### src/rtl/decode_stage.sv
// RV32I ID stage: register-file addressing, decode, load-use stall and ID/EX register.
// Bubbles (flush, hazard, no instruction, optionally illegal) load an all-zero ID/EX entry.
module decode_stage #(
  parameter int XLEN           = 32,
  parameter bit NOP_ON_ILLEGAL = 1'b1
) (
  input  logic            clk,
  input  logic            rst,
  input  logic            id_valid,
  input  logic [31:0]     id_instr,
  input  logic [XLEN-1:0] id_pc,
  input  logic            flush,
  input  logic            ex_hz_mem_read,
  input  logic [4:0]      ex_hz_rd,
  output logic [4:0]      rf_a1,
  output logic [4:0]      rf_a2,
  input  logic [XLEN-1:0] rf_d1,
  input  logic [XLEN-1:0] rf_d2,
  output logic            stall,
  output logic            ex_valid,
  output logic [XLEN-1:0] ex_pc,
  output logic [XLEN-1:0] ex_rs1_val,
  output logic [XLEN-1:0] ex_rs2_val,
  output logic [4:0]      ex_rs1,
  output logic [4:0]      ex_rs2,
  output logic [4:0]      ex_rd,
  output logic [XLEN-1:0] ex_imm,
  output logic [2:0]      ex_funct3,
  output logic            ex_funct7b5,
  output logic            ex_reg_write,
  output logic            ex_mem_read,
  output logic            ex_mem_write,
  output logic            ex_branch,
  output logic            ex_jump,
  output logic            ex_alu_src_imm,
  output logic            ex_illegal
);

  typedef struct packed {
    logic            valid;
    logic [XLEN-1:0] pc, rs1_val, rs2_val;
    logic [4:0]      rs1, rs2, rd;
    logic [XLEN-1:0] imm;
    logic [2:0]      funct3;
    logic            funct7b5;
    logic            reg_write, mem_read, mem_write, branch, jump, alu_src_imm, illegal;
  } idex_t;

  idex_t idex_d, idex_q;

  logic [6:0]      opc;
  logic [4:0]      rs1, rs2, rd;
  logic            wb, use1, use2, mrd, mwr, br, jmp, src_imm, ill, hz;
  logic [XLEN-1:0] imm;

  assign opc   = id_instr[6:0];
  assign rs1   = id_instr[19:15];
  assign rs2   = id_instr[24:20];
  assign rf_a1 = rs1;
  assign rf_a2 = rs2;

  always_comb begin
    wb = 1'b0; use1 = 1'b0; use2 = 1'b0; mrd = 1'b0; mwr = 1'b0;
    br = 1'b0; jmp = 1'b0; src_imm = 1'b1; ill = 1'b0; imm = '0;
    unique case (opc)
      7'b0110111,
      7'b0010111: begin wb = 1'b1; imm = {id_instr[31:12], 12'b0}; end
      7'b1101111: begin
        wb = 1'b1; jmp = 1'b1;
        imm = {{12{id_instr[31]}}, id_instr[19:12], id_instr[20], id_instr[30:21], 1'b0};
      end
      7'b1100111: begin
        wb = 1'b1; jmp = 1'b1; use1 = 1'b1;
        imm = {{20{id_instr[31]}}, id_instr[31:20]};
      end
      7'b1100011: begin
        br = 1'b1; use1 = 1'b1; use2 = 1'b1; src_imm = 1'b0;
        imm = {{20{id_instr[31]}}, id_instr[7], id_instr[30:25], id_instr[11:8], 1'b0};
      end
      7'b0000011: begin
        mrd = 1'b1; wb = 1'b1; use1 = 1'b1;
        imm = {{20{id_instr[31]}}, id_instr[31:20]};
      end
      7'b0100011: begin
        mwr = 1'b1; use1 = 1'b1; use2 = 1'b1;
        imm = {{20{id_instr[31]}}, id_instr[31:25], id_instr[11:7]};
      end
      7'b0010011: begin
        wb = 1'b1; use1 = 1'b1;
        imm = {{20{id_instr[31]}}, id_instr[31:20]};
      end
      7'b0110011: begin wb = 1'b1; use1 = 1'b1; use2 = 1'b1; src_imm = 1'b0; end
      default:    begin ill = 1'b1; src_imm = 1'b0; end
    endcase
  end

  // Stores and branches write nothing; zeroing rd keeps forwarding/hazard logic quiet.
  assign rd = (mwr || br || ill) ? 5'd0 : id_instr[11:7];

  assign hz = id_valid && ex_hz_mem_read && (ex_hz_rd != 5'd0) &&
              ((use1 && rs1 == ex_hz_rd) || (use2 && rs2 == ex_hz_rd));
  assign stall = hz && !flush && !rst;

  always_comb begin
    idex_d = '0;
    if (!flush && !hz && id_valid) begin
      if (!ill) begin
        idex_d.valid       = 1'b1;
        idex_d.pc          = id_pc;
        idex_d.rs1_val     = rf_d1;
        idex_d.rs2_val     = rf_d2;
        idex_d.rs1         = use1 ? rs1 : 5'd0;
        idex_d.rs2         = use2 ? rs2 : 5'd0;
        idex_d.rd          = rd;
        idex_d.imm         = imm;
        idex_d.funct3      = id_instr[14:12];
        idex_d.funct7b5    = id_instr[30];
        idex_d.reg_write   = wb && (rd != 5'd0);
        idex_d.mem_read    = mrd;
        idex_d.mem_write   = mwr;
        idex_d.branch      = br;
        idex_d.jump        = jmp;
        idex_d.alu_src_imm = src_imm;
      end else if (NOP_ON_ILLEGAL) begin
        // Carry the PC so EX can raise a precise illegal-instruction trap.
        idex_d.valid   = 1'b1;
        idex_d.pc      = id_pc;
        idex_d.illegal = 1'b1;
      end
    end
  end

  always_ff @(posedge clk or posedge rst) begin
    if (rst) idex_q <= '0;
    else     idex_q <= idex_d;
  end

  assign ex_valid       = idex_q.valid;
  assign ex_pc          = idex_q.pc;
  assign ex_rs1_val     = idex_q.rs1_val;
  assign ex_rs2_val     = idex_q.rs2_val;
  assign ex_rs1         = idex_q.rs1;
  assign ex_rs2         = idex_q.rs2;
  assign ex_rd          = idex_q.rd;
  assign ex_imm         = idex_q.imm;
  assign ex_funct3      = idex_q.funct3;
  assign ex_funct7b5    = idex_q.funct7b5;
  assign ex_reg_write   = idex_q.reg_write;
  assign ex_mem_read    = idex_q.mem_read;
  assign ex_mem_write   = idex_q.mem_write;
  assign ex_branch      = idex_q.branch;
  assign ex_jump        = idex_q.jump;
  assign ex_alu_src_imm = idex_q.alu_src_imm;
  assign ex_illegal     = idex_q.illegal;

endmodule

### config.mk
export PLATFORM = sky130hd
export DESIGN_NAME = decode_stage
export DESIGN_NICKNAME = d
export VERILOG_FILES = /design/src/rtl/decode_stage.sv
export SDC_FILE = /design/constraint.sdc
export NUM_CORES = 1
export LEC_CHECK = 0
export CAP_MARGIN = 10
export CORE_UTILIZATION = 44
export CTS_CLUSTER_DIAMETER = 150
export DETAILED_ROUTE_END_ITERATION = 12
export HOLD_SLACK_MARGIN = 0.03
export PLACE_DENSITY = 0.83
export SYNTH_ARGS = -nofsm -noshare
export SYNTH_HDL_FRONTEND = slang
export SYNTH_SLANG_ARGS = --single-unit
### constraint.sdc
create_clock -name clk -period 15.3 [get_ports clk]
set_input_delay 3.06 -clock clk [delete_from_list [all_inputs] [get_ports clk]]
set_output_delay 3.06 -clock clk [all_outputs]
set_load 0.02 [all_outputs]
==> flow_metrics.env <==
export IMPL_ys_seq_area_share_pct=62.7
export IMPL_worst_ep_required_time_ns=12.24
export IMPL_worst_slew_pin_slew_ns=1.18
export IMPL_hold_path_class="in2reg"
export IMPL_wl_per_cell_um=18.4
export IMPL_final_core_utilization_pct=72.2
export IMPL_end_kind="primary output"
export IMPL_rsz0062_at_grt="false"
export IMPL_wirelength_um=19200
export IMPL_drt_iter0_drc=408
export IMPL_first_pass_iters=5
export IMPL_mostFrequentLayoutCells="clkdlybuf4s50_1, dfrtp_1, nor2_1"
export IMPL_startpoint_type="input port"
export IMPL_initial_core_util_pct=46.0
export IMPL_dieArea_sq_um=14500
export IMPL_cp_slowest_cell="clkdlybuf4s50_1"
export IMPL_drv_cap=0
export IMPL_cts_buffer_depth=2
export IMPL_clockRootBuffer="clkbuf_16"
export IMPL_synth_seq_cells=155
export IMPL_worst_path_buf_inv=2
export IMPL_ant_nets=0
export IMPL_core_sq_um=13500
export IMPL_slew_headroom_pct=21.4
export IMPL_status="finished, final reports clean"
export IMPL_portBuffers=303
export IMPL_cts_sinks=155
export IMPL_fin_crit_sh_pct=56.2
export IMPL_cts_resized=0
export IMPL_grt_max_degree=117
export IMPL_slew_violations=0
export IMPL_syn_to_final_growth_pct=57.1
export IMPL_cts_made_buffers=17
export IMPL_grt_overflow=0
export IMPL_drc=0
export IMPL_syn_area_sq_um=6190
export IMPL_antenna_found_initial=0
export IMPL_setup_viol_count_final=0
export IMPL_cpMostUsedCell="clkdlybuf4s50_1"
export IMPL_cp_cell_sequence="clkdlybuf4s50_1, and3b_1, o21a_1, o2111ai_1, a21oi_4, nor3b_1, clkdlybuf4s50_1"
export IMPL_antenna_cells=0
export IMPL_clock_fmax_mhz=116
export IMPL_cts_clk_slew_worst_paths_ns=0.06
export IMPL_power_density_nw_per_um2=95.5
export IMPL_path_class="in2out"
export IMPL_slowest_delay_ns=0.78
export IMPL_hold_viol=0
export IMPL_grt_pass1_wl_um=29200
export IMPL_p_leak_nw=4.33
export IMPL_postSynthAreaPerCell_sq_um=10.5
export IMPL_grtUsageTotal_pct=27.0
export IMPL_syn_nets=726
export IMPL_layout_drive_gt1_share_pct=7.83
export IMPL_grt_pass1_vias=5372
export IMPL_dpl_cell_count=1013
export IMPL_vdd_drop_max_mv=0.0714
export IMPL_cts_hold_buf=0
export IMPL_gp_congestion=0.939
export IMPL_yosysWarnings=0
export IMPL_fp_row_count=42
export IMPL_cts_htree_levels=4
export IMPL_crit_arrival_ns=5.55
export IMPL_die_w_um=121
export IMPL_ios=304
export IMPL_final_nets=994
export IMPL_hpwl_um=13300
export IMPL_yosysUniqueCellTypes=43
export IMPL_vias=5461
export IMPL_synthCells=588
export IMPL_timing_final_ws_setup_ns=6.69
export IMPL_critPathTopFamily="buffers and inverters"
export IMPL_final_common_cell="clkdlybuf4s50_1"
export IMPL_post_cts_setup_buffer_count=0
export IMPL_finalSetupTns_ns=0
export IMPL_via_per_inst=5.23
export IMPL_crit_fanout=16
export IMPL_fin_crit_ns=8.61
export IMPL_fin_cells=1045
export IMPL_place_ws_ns=6.70
export IMPL_cts_tree="built"
export IMPL_die_h_um=121
-- synthesized netlist by cell type --
master,instances,area [sq um]
nand2_1,39,146
clkbuf_1,16,60.1
buf_2,13,65.1
a211oi_1,1,7.51
a211oi_2,1,12.5
or4_1,2,15.0
a22oi_1,4,30.0
nor3_1,2,10.0
nand2b_1,2,12.5
nor2b_1,4,25.0
nor4_1,3,18.8
clkbuf_2,1,5.00
o31ai_1,2,15.0
nor3b_2,1,12.5
and3b_1,2,17.5
inv_1,2,7.51
o2111ai_1,1,8.76
o211ai_1,2,15.0
and4b_1,1,10.0
nor3b_1,2,15.0
and2_1,3,18.8
o21ai_0,4,20.0
mux2_2,1,11.3
a41o_1,1,10.0
o21a_1,1,7.51
nand4b_1,1,8.76
nand3_1,92,460
a32oi_1,2,17.5
nor3_2,24,240
a21oi_2,1,8.76
a21oi_1,23,115
dfrtp_1,155,3880
xnor2_1,2,17.5
a21boi_0,2,15.0
nand4_1,1,6.26
buf_6,6,67.6
xor2_1,8,70.1
a31o_2,1,8.76
buf_1,1,3.75
buf_4,23,173
and3_1,3,18.8
nor2_1,131,492
o31a_1,1,8.76
-- path summary, 6_finish.rpt --
| path | endpoint | from | depth (start not counted) |
|---|---|---|---|
| max | stall | id_instr[6] | 7 |
| min | ex_pc[28] | id_pc[28] | 3 |
| max in group asynchronous | ex_rs2[0] | rst | 3 |
| min in group asynchronous | ex_imm[15] | rst | 2 |
-- registers in the layout (all words and copies together) (netlist names) --
signal,flops
ex_alu_src_imm,1
ex_illegal,1
ex_funct3,3
ex_reg_write,1
ex_rs1_val,32
ex_imm,32
ex_rs2,5
ex_rs2_val,32
ex_branch,1
ex_mem_read,1
ex_rd,5
ex_funct7b5,1
ex_jump,1
ex_mem_write,1
ex_rs1,5
ex_pc,32
ex_valid,1
-- where the power goes --
part	switching [W]	internal, W
clock network	0.000170	0.000246
logic	0.0000468	0.0000485
registers	0.00000151	0.000415
total	0.000218	0.000710
-- worst min-delay path, stage by stage --
cell and delay [ns]:
clkdlybuf4s50_1 0.39, nand2_1 0.05, nor2_1 0.03
-- routing by layer --
layer / wire length (um) / GRT usage [%] / vias up / part of all wire, %
met2: 9830 / 46.0 / 300 / 51
met1: 7020 / 31.5 / 2643 / 37
met3: 1820 / 8.02 / 43 / 9.5
met4: 544 / 12.1 / 0 / 2.8
li1: - / - / 2475 / -
met5: 0 / 0 / - / 0
-- per-stage QoR --
step	instance area (sq um)	hold slack (ns)	total power (W)
after floorplan	6190	3.17	0.000461
after global placement	9130	3.58	0.000517
after detailed placement	9130	3.59	0.000519
after CTS	9720	3.14	0.000936
after global routing	9720	3.16	0.000960
final	9720	3.15	0.000928
-- layout make-up --
class	instances	area [sq um]
timing repair buffer	309	3080
tap	176	220
fill	958	3730
inverter	2	12.5
sequential	155	3880
clock inverter	12	139
clock buffer	20	447
multi-input combinational	371	1940
-- kinds of logic after synthesis --
logic type      after synthesis  share of synthesized area [%]
mux                           1                          0.182
simple gates                313                           24.7
flops                       155                           62.7
compound gates               47                           4.85
buf+inv                      62                           6.17
xor+xnor                     10                           1.42
(Power assumes the default switching activity.)
